[config.mk]
export PLATFORM = sky130hd
export DESIGN_NAME = dcache_wb_reader_flat
export DESIGN_NICKNAME = d
export VERILOG_FILES = /design/src/rtl/dcache_wb_reader_if.sv /design/src/rtl/dcache_wb_reader.sv /design/src/flat_wrapper.sv
export SDC_FILE = /design/constraint.sdc
export NUM_CORES = 1
export LEC_CHECK = 0
export CAP_MARGIN = 20
export CORE_ASPECT_RATIO = 0.6
export CORE_UTILIZATION = 30
export CTS_BUF_LIST = sky130_fd_sc_hd__clkbuf_4 sky130_fd_sc_hd__clkbuf_8 sky130_fd_sc_hd__clkbuf_16
export CTS_CLUSTER_SIZE = 28
export DETAILED_ROUTE_END_ITERATION = 16
export GPL_TIMING_DRIVEN = 1
export PLACE_DENSITY = 0.59
export SYNTH_ARGS = -nofsm -noshare
export SYNTH_HDL_FRONTEND = slang
export SYNTH_SLANG_ARGS = --single-unit
[constraint.sdc]
create_clock -name clk -period 2.1 [get_ports clk]
set_input_delay 0.42 -clock clk [delete_from_list [all_inputs] [get_ports clk]]
set_output_delay 0.42 -clock clk [all_outputs]
set_load 0.05 [all_outputs]
[src/rtl/dcache_wb_reader_if.sv]
// rtl/dcache_wb_reader_if.sv - start, BRAM read-port and beat-stream signals of the line write-back reader
interface dcache_wb_reader_if #(
    parameter int DATA_SIZE  = 32,
    parameter int ADDR_SIZE  = 7,
    parameter int LINE_WORDS = 4
);
    localparam int IDX_W = ADDR_SIZE - $clog2(LINE_WORDS);

    logic                 start_valid;
    logic [IDX_W-1:0]     start_idx;
    logic                 start_ready;
    logic                 enb;
    logic [ADDR_SIZE-1:0] addrb;
    logic [DATA_SIZE-1:0] doutb;
    logic                 m_valid;
    logic [DATA_SIZE-1:0] m_data;
    logic                 m_last;
    logic                 m_ready;
    logic                 done;

    modport slave (
        input  start_valid, start_idx, doutb, m_ready,
        output start_ready, enb, addrb, m_valid, m_data, m_last, done
    );

    modport master (
        output start_valid, start_idx, doutb, m_ready,
        input  start_ready, enb, addrb, m_valid, m_data, m_last, done
    );
endinterface

[src/rtl/dcache_wb_reader.sv]
// rtl/dcache_wb_reader.sv - reads one cache line from BRAM and streams it out as beats
module dcache_wb_reader #(
    parameter int DATA_SIZE  = 32,
    parameter int ADDR_SIZE  = 7,
    parameter int LINE_WORDS = 4
) (
    input  logic clk,
    input  logic rstn,
    dcache_wb_reader_if.slave bus
);
    localparam int OFF_W = $clog2(LINE_WORDS);
    localparam int IDX_W = ADDR_SIZE - OFF_W;
    localparam int CNT_W = OFF_W + 1;

    localparam logic [1:0] S_IDLE  = 2'd0;
    localparam logic [1:0] S_READ  = 2'd1;
    localparam logic [1:0] S_DRAIN = 2'd2;

    logic [1:0]           state;
    logic [IDX_W-1:0]     idx_q;
    logic [CNT_W-1:0]     issue_cnt;
    logic [OFF_W-1:0]     beat_cnt;
    logic                 inflight;
    logic                 done_q;
    logic [DATA_SIZE-1:0] fifo_mem [2];
    logic                 wr_ptr;
    logic                 rd_ptr;
    logic [1:0]           occ;

    logic                 start_hs;
    logic                 pop;
    logic                 last_issue;
    logic                 last_pop;
    logic [1:0]           occ_proj;

    assign start_hs   = bus.start_valid && bus.start_ready;
    assign pop        = bus.m_valid && bus.m_ready;
    // Occupancy the FIFO will have once the word already on doutb lands and this cycle's pop leaves.
    assign occ_proj   = occ + {1'b0, inflight} - {1'b0, pop};
    assign last_issue = bus.enb && (issue_cnt == CNT_W'(LINE_WORDS - 1));
    assign last_pop   = pop && bus.m_last;

    assign bus.start_ready = (state == S_IDLE);
    assign bus.enb         = (state == S_READ) && (issue_cnt < CNT_W'(LINE_WORDS)) && (occ_proj < 2'd2);
    assign bus.addrb       = {idx_q, issue_cnt[OFF_W-1:0]};
    assign bus.m_valid     = (occ != 2'd0);
    assign bus.m_data      = fifo_mem[rd_ptr];
    assign bus.m_last      = bus.m_valid && (beat_cnt == OFF_W'(LINE_WORDS - 1));
    assign bus.done        = done_q;

    always_ff @(posedge clk or negedge rstn) begin
        if (!rstn) begin
            state     <= S_IDLE;
            idx_q     <= '0;
            issue_cnt <= '0;
            beat_cnt  <= '0;
            inflight  <= 1'b0;
            done_q    <= 1'b0;
            wr_ptr    <= 1'b0;
            rd_ptr    <= 1'b0;
            occ       <= 2'd0;
        end else begin
            done_q <= 1'b0;
            case (state)
                S_IDLE: begin
                    if (start_hs) begin
                        state     <= S_READ;
                        idx_q     <= bus.start_idx;
                        issue_cnt <= '0;
                        beat_cnt  <= '0;
                    end
                end
                S_READ: begin
                    if (last_issue) begin
                        state <= S_DRAIN;
                    end
                end
                S_DRAIN: begin
                    if (last_pop) begin
                        state  <= S_IDLE;
                        done_q <= 1'b1;
                    end
                end
                default: state <= S_IDLE;
            endcase

            if (bus.enb) begin
                issue_cnt <= issue_cnt + 1'b1;
            end
            inflight <= bus.enb;

            if (pop) begin
                beat_cnt <= beat_cnt + 1'b1;
                rd_ptr   <= ~rd_ptr;
            end
            if (inflight) begin
                wr_ptr <= ~wr_ptr;
            end
            occ <= occ_proj;
        end
    end

    // Payload storage carries no reset; occupancy alone decides what is visible.
    always_ff @(posedge clk) begin
        if (inflight) begin
            fifo_mem[wr_ptr] <= bus.doutb;
        end
    end
endmodule

[src/flat_wrapper.sv]
// flat-port wrapper written by rule: the top's interface ports become plain ports
module dcache_wb_reader_flat 
#(
    parameter int DATA_SIZE  = 32,
    parameter int ADDR_SIZE  = 7,
    parameter int LINE_WORDS = 4
)
  (clk, rstn, bus_start_valid, bus_start_idx, bus_doutb, bus_m_ready, bus_start_ready, bus_enb, bus_addrb, bus_m_valid, bus_m_data, bus_m_last, bus_done);
  dcache_wb_reader_if #(.DATA_SIZE(DATA_SIZE), .ADDR_SIZE(ADDR_SIZE), .LINE_WORDS(LINE_WORDS)) bus_i ();
  input  logic clk;
  input  logic rstn;
  input wire logic [$bits(bus_i.start_valid)-1:0] bus_start_valid;
  input wire logic [$bits(bus_i.start_idx)-1:0] bus_start_idx;
  input wire logic [$bits(bus_i.doutb)-1:0] bus_doutb;
  input wire logic [$bits(bus_i.m_ready)-1:0] bus_m_ready;
  output wire logic [$bits(bus_i.start_ready)-1:0] bus_start_ready;
  output wire logic [$bits(bus_i.enb)-1:0] bus_enb;
  output wire logic [$bits(bus_i.addrb)-1:0] bus_addrb;
  output wire logic [$bits(bus_i.m_valid)-1:0] bus_m_valid;
  output wire logic [$bits(bus_i.m_data)-1:0] bus_m_data;
  output wire logic [$bits(bus_i.m_last)-1:0] bus_m_last;
  output wire logic [$bits(bus_i.done)-1:0] bus_done;
  assign bus_i.start_valid = bus_start_valid;
  assign bus_i.start_idx = bus_start_idx;
  assign bus_i.doutb = bus_doutb;
  assign bus_i.m_ready = bus_m_ready;
  assign bus_start_ready = bus_i.start_ready;
  assign bus_enb = bus_i.enb;
  assign bus_addrb = bus_i.addrb;
  assign bus_m_valid = bus_i.m_valid;
  assign bus_m_data = bus_i.m_data;
  assign bus_m_last = bus_i.m_last;
  assign bus_done = bus_i.done;
  dcache_wb_reader #(.DATA_SIZE(DATA_SIZE), .ADDR_SIZE(ADDR_SIZE), .LINE_WORDS(LINE_WORDS)) u_core (.clk(clk), .rstn(rstn), .bus(bus_i));
endmodule
---- Yosys cells after proc, flatten, opt, wreduce, memory -nomap -nowiden ----
Memory sizes are Yosys's and may differ from the RTL's.
Cells that the tools add are included.
storage, ports and cells
  RAM bits ................................ 64
  input port bits ......................... 41
  output and inout bits ................... 44
  register bits after elaboration ......... 18
  memories kept ........................... 1
  logic and storage cells ................. 56
memory list
  memory           depth  width  rd ports  clocked after memory_dff  wr ports  line                    RTL
  u_core.fifo_mem  2      32     1         0                         1         dcache_wb_reader.sv:25  logic [DATA_SIZE-1:0] fifo_mem [2];
cells by class
  magnitude comparators ................... 2
  $add $sub $neg .......................... 4
  bitwise logic cells ..................... 2
  reduce and logical (&&, ||, !) cells .... 17
  equality and inequality tests ........... 7
  multiplexer cells ....................... 14
operators by type and width
  kind                                                                    count
  2-bit two-way mux                                                       6
  2-bit nonzero test                                                      5
  3-bit two-way mux                                                       3
  1-bit logical AND                                                       7
  2-bit case mux with 3 select lines                                      1
  2-bit AND reduction                                                     3
  2-bit equality test (second input constant)                             2
  1-bit two-way mux                                                       4
  2-bit by 1-bit != test with 1-bit output (second input constant)        2
  3-bit by 1-bit adder with 3-bit output (second input constant)          1
  3-bit by 2-bit equality test with 1-bit output (second input constant)  1
  3-bit less-than comparator (second input constant)                      1
  3-bit AND reduction                                                     1
  2-bit by 1-bit adder with 2-bit output                                  1
  2-bit by 1-bit adder with 2-bit output (second input constant)          1
  2-bit by 1-bit equality test with 1-bit output (second input constant)  1
  2-bit logical NOT                                                       1
  2-bit less-than comparator (second input constant)                      1
  2-bit != test (second input constant)                                   1
  1-bit NOT                                                               2
  2-bit by 1-bit subtractor with 2-bit output                             1

---- Longest topological paths before layout ----
Gate-level depths: netlist of the first run.
  word-level depth ........................ 8
  mapped depth ............................ 7
  mapped depth without buffers ............ 7

---- Worst setup path after synthesis of the first run ----
Ideal clock, no wire load.
  path kind ............................... register to output
  from .................................... register u_core.occ[0]
  to ...................................... output port bus_enb
  arrival time ............................ 2.259 ns
  setup slack ............................. -0.579 ns
  buffers on the path ..................... 0
  cell stages (with the launch flop) ...... 8
  required time ........................... 1.680 ns
  cells stage by stage .................... dfrtp_1 > o21ai_2 > xnor2_1 > ha_1 > xor2_1 > o21a_1 > or3_4 > nor2_1
between the ends
  cells in the longest elaborated chain, start to end .. 5
  elaborated cells between the ends (all ways) .. 6
  classes of those cells .................. add/sub: 2; order compare: 1; reduce/logical: 3
ends and longest elaborated chain
  item                                                                                            line                    RTL
  from (decl)                                                                                     dcache_wb_reader.sv:28  logic [1:0] occ;
  from (signal assigned)                                                                          dcache_wb_reader.sv:99  occ <= occ_proj;
  parallel branches: the longest is 2 deep, another holds 2-bit by 1-bit adder with 2-bit output  --
  2-bit by 1-bit subtractor with 2-bit output *                                                   dcache_wb_reader.sv:39  assign occ_proj = occ + {1'b0, inflight} - {1'b0, pop};
  2-bit less-than comparator *                                                                    dcache_wb_reader.sv:44  assign bus.enb = (state == S_READ) && (issue_cnt < CNT_W'(LINE_WORDS)) && (occ_proj < 2'd2);
  1-bit logical AND *                                                                             dcache_wb_reader.sv:44
  to (decl)                                                                                       flat_wrapper.sv:17      output wire logic [$bits(bus_i.enb)-1:0] bus_enb;
Every way passes the cells marked *.

---- Worst setup path after layout of the first run ----
Same ends and word-level chain as after synthesis.

==> results of run 1 <==
-- path summary, 6_finish.rpt --
kind | startpoint | to | slack, ns | cells past startpoint
min in group clk | u_core.beat_cnt[0] | u_core.beat_cnt[0] | 0.50 | 1
setup / recovery | u_core.occ[0] | bus_enb | -0.42 | 8
max in group asynchronous | rstn | u_core.rd_ptr | 1.46 | 2
hold / removal | rstn | u_core.state[0] | 0.43 | 2
hold reg to reg | u_core.beat_cnt[0] | u_core.beat_cnt[0] | 0.50 | 1
setup reg to reg | u_core.occ[0] | u_core.issue_cnt[0] | -0.05 | 9
-- cell usage in the layout, fill, tap and decap left out, drive strengths merged --
cell / count
dfrtp: 18
nand2b: 1
edfxtp: 64
o21bai: 2
nor2: 3
or3: 1
o21ai: 2
clkbuf: 11
or2: 2
xnor2: 2
clkinvlp: 1
ha: 4
nor3: 1
o311ai: 4
a21oi: 1
clkinv: 3
dlygate4sd2: 1
inv: 2
xor2: 2
clkdlybuf4s50: 46
o32ai: 1
and2: 2
nor4b: 1
o21a: 2
buf: 53
a22o: 2
mux2: 37
nand2: 3
nor3b: 1
and4b: 1
nor2b: 2
-- cell type report --
cell class	instances	area, um2	share of cell area (%)
Sequential cell	82	2370	48.6
Timing Repair Buffer	100	1300	26.6
Clock buffer	11	240	4.92
Multi-Input combinational cell	77	776	15.9
Clock inverter	4	20.0	0.410
Tap cell	135	169	3.46
Inverter	2	7.51	0.154
-- what timing repair did --
item / 4_1_cts / 5_1_grt
endpoints found under the setup margin: 4 / 4
hold buffers: 0 / 0
pin swaps: 2 / 3
setup buffers: 0 / 2
gates resized for setup: 1 / 6
-- state kept, by name, summed over array words and instances (netlist names) --
| signal | flops |
|---|---|
| u_core.rd_ptr | 1 |
| u_core.issue_cnt | 3 |
| u_core.beat_cnt | 2 |
| u_core.bus.done | 1 |
| u_core.inflight | 1 |
| u_core.idx_q | 5 |
| u_core.state | 2 |
| u_core.fifo_mem | 64 |
| u_core.occ | 2 |
| u_core.wr_ptr | 1 |
-- power groups by stage --
stage          Sequential, mW  Clock [mW]  Combinational, mW
6_report                 1.84        1.36               2.27
5_1_grt                  1.85        1.48               2.39
4_1_cts                  1.84        1.42               2.27
3_5_place_dp             1.88           0               2.26
3_3_place_gp             1.87           0               2.25
2_1_floorplan            1.89           0               1.17
-- cells by family after synthesis --
logic type / after synthesis
AND/OR/NAND/NOR: 18
buffers and inverters: 9
XOR/XNOR: 4
multiplexers: 37
AO/OA/AOI/OAI: 14
flip-flops: 82
adder cells (fa/ha/maj): 4
-- critical path, stage by stage, from the launching register on --
cell and delay (ns):
dfrtp_1 0.39, o21ai_2 0.17, xnor2_1 0.15, ha_2 0.22
xor2_2 0.16, nor3_2 0.07, or3_4 0.35, nor2_4 0.13
buf_12 0.15
-- routing by layer --
| layer | GRT usage, % | up-vias | part of all wire, % |
|---|---|---|---|
| li1 | - | 853 | - |
| met1 | 15.9 | 874 | 49 |
| met2 | 17.6 | 60 | 43 |
| met3 | 5.99 | 5 | 7.3 |
| met4 | 4.04 | 0 | 0.80 |
| met5 | 0 | - | 0 |
==> summary.md, run 1 <==
| Metric | Value |
|---|---|
| Worst vdd ir | `0.000485 V` |
| Failing checks | `negative setup slack` |
| Dpl cells | `394` |
| Crit Path Class | `flop to output pin` |
| Mapped Cells | `168` |
| CTS Buf Count | `9` |
| TritonRoute pass-1 iters | `4` |
| Largest family of logic cells by synthesized area | `multiplexers` |
| CTS tree | `done` |
| Max Freq | `396 MHz` |
| I/O Buffers | `84` |
| DR WL/cell | `14.9 um` |
| Inserted Diodes | `0` |
| Min Hold Slack | `0.429 ns` |
| Worst-skew pair later-pin latency | `0.32 ns` |
| Post-synthesis register bit count | `82` |
| Post-Synth XOR/XNOR Area | `1.12%` |
| DRT antenna net count | `0` |
| Number of global-route vias before repair | `1,813` |
| Core area | `0.0100 mm2` |
| Row Count | `28` |
| Placed inst area | `0.00457 mm2` |
| WP data arrival | `2.10 ns` |
| GP Congestion | `0.781` |
| PnR worst setup slack | `-0.424 ns` |
| Synth cell count leaders | `64 x edfxtp_1, 37 x mux2_2, 18 x dfrtp_1` |
| Clk root buf | `clkbuf_16` |
| Post-Synth Adder-Cell Area | `1.59%` |
| Worst clock skew | `0.00443 ns` |
| Layout fillers | `888` |
| WP data required | `1.68 ns` |
| Outcome | `complete, but fails checks` |
| Static power due to leakage | `1.79 nW` |
| YS warnings | `0` |
| Slew @ Worst Pin | `0.496 ns` |
| Mapped Area | `0.00314 mm2` |
| Cell internal pwr | `3.72 mW` |
| NumNets Final | `317` |
| DR iter-0 viols | `53` |
| CTS HTree Levels | `3` |
| Combinational group share of total power | `41.4%` |
| Crit path max fanout | `2` |
| Dpl ws | `-0.608 ns` |
| Overall Global Routing Usage | `12.2%` |
| DRC errors left | `0` |
| Synth area leader | `edfxtp_1` |
| Most frequent cell after synthesis | `edfxtp_1` |
| Via density | `4.36` |
| Clock sinks | `82` |
| Synth Area per Inst | `18.7 um2` |
| Share of layout cells above drive strength 1 | `41.7%` |
| Clk network pwr share | `24.9%` |
| Die Wd | `134 um` |
| Period minus WS final | `2.52 ns` |
| Worst Setup Start Kind | `flop` |
| Flop pwr share | `33.7%` |
| Die ar. | `0.0109 mm2` |
| Total grt overflow | `0` |
| Unrepaired setup endpoints after global routing | `true` |
| Overall power | `5.48 mW` |
| Slew headroom | `66.8%` |
| Initial antenna violation count | `0` |
| Initial core utilization | `31.3%` |
| Final setup viols | `4` |
| Simple-gate share of the synthesized area | `3.63%` |
| WL final | `6.14 mm` |
| EDFF count, synth | `64` |
| Max Buffers Root-to-Sink | `2` |
| First-pass GRT wire length | `9.58 mm` |
| CP endpoint kind | `output pin` |
| Sequential area share after synthesis | `75.6%` |
| MaxCap Viol Count | `0` |
| Largest net degree at the start of global routing | `23` |
| Top cells by area, synth | `edfxtp_1 61%, dfrtp_1 14%, mux2_2 13%` |
| Distinct cells, synth | `29` |
| Dpl hpwl | `4.25 mm` |
| Die Y | `81.2 um` |
| Area fraction of the dominant cell type after synthesis | `61.2%` |
| Final Cycle Share | `120%` |
| Synthesis-to-finish area growth | `55.5%` |
| Syn Nets | `213` |
| Cell Pwr Density | `1120 mW/mm2` |
| Net Sw Power | `1.75 mW` |
| Clock slew at reported path FFs | `0.05 ns` |
| Post-route cell area | `0.00488 mm2` |
| Compound-Gate Fraction of Synth Area | `3.51%` |
| Non-filler cells, final | `411` |
| Final Util | `48.7%` |
| Synth async-reset ratio | `22.0%` |
| Final setup TNS | `-0.524 ns` |
| Synth Flop Type | `edfxtp_1` |
| Sw Ratio | `32.0%` |
| Final Hold Vio Count | `0` |
| Worst Hold Class | `input port to async pin` |
| Top-Level Pins | `85` |
| Slew Limit Fails | `0` |
| Mux cell area share after synthesis | `13.3%` |
| Vias | `1,792` |
Power figures use the tool's default switching activity.
==> run 2: changes to the inputs <==
--- a/config.mk
+++ b/config.mk
@@ -9,7 +9,6 @@
 export CORE_ASPECT_RATIO = 0.6
 export CORE_UTILIZATION = 30
 export CTS_BUF_LIST = sky130_fd_sc_hd__clkbuf_4 sky130_fd_sc_hd__clkbuf_8 sky130_fd_sc_hd__clkbuf_16
-export CTS_CLUSTER_SIZE = 28
 export DETAILED_ROUTE_END_ITERATION = 16
 export GPL_TIMING_DRIVEN = 1
 export PLACE_DENSITY = 0.59
==> results of run 2 <==
Final layout, timing and power as in run 1 (identical DEF).
==> run 3: changes to the inputs <==
--- a/config.mk
+++ b/config.mk
@@ -9,6 +9,7 @@
 export CORE_ASPECT_RATIO = 0.6
 export CORE_UTILIZATION = 30
 export CTS_BUF_LIST = sky130_fd_sc_hd__clkbuf_4 sky130_fd_sc_hd__clkbuf_8 sky130_fd_sc_hd__clkbuf_16
+export CTS_CLUSTER_DIAMETER = 80
 export DETAILED_ROUTE_END_ITERATION = 16
 export GPL_TIMING_DRIVEN = 1
 export PLACE_DENSITY = 0.59
==> results of run 3 <==
Final layout, timing and power as in run 1 (identical DEF).
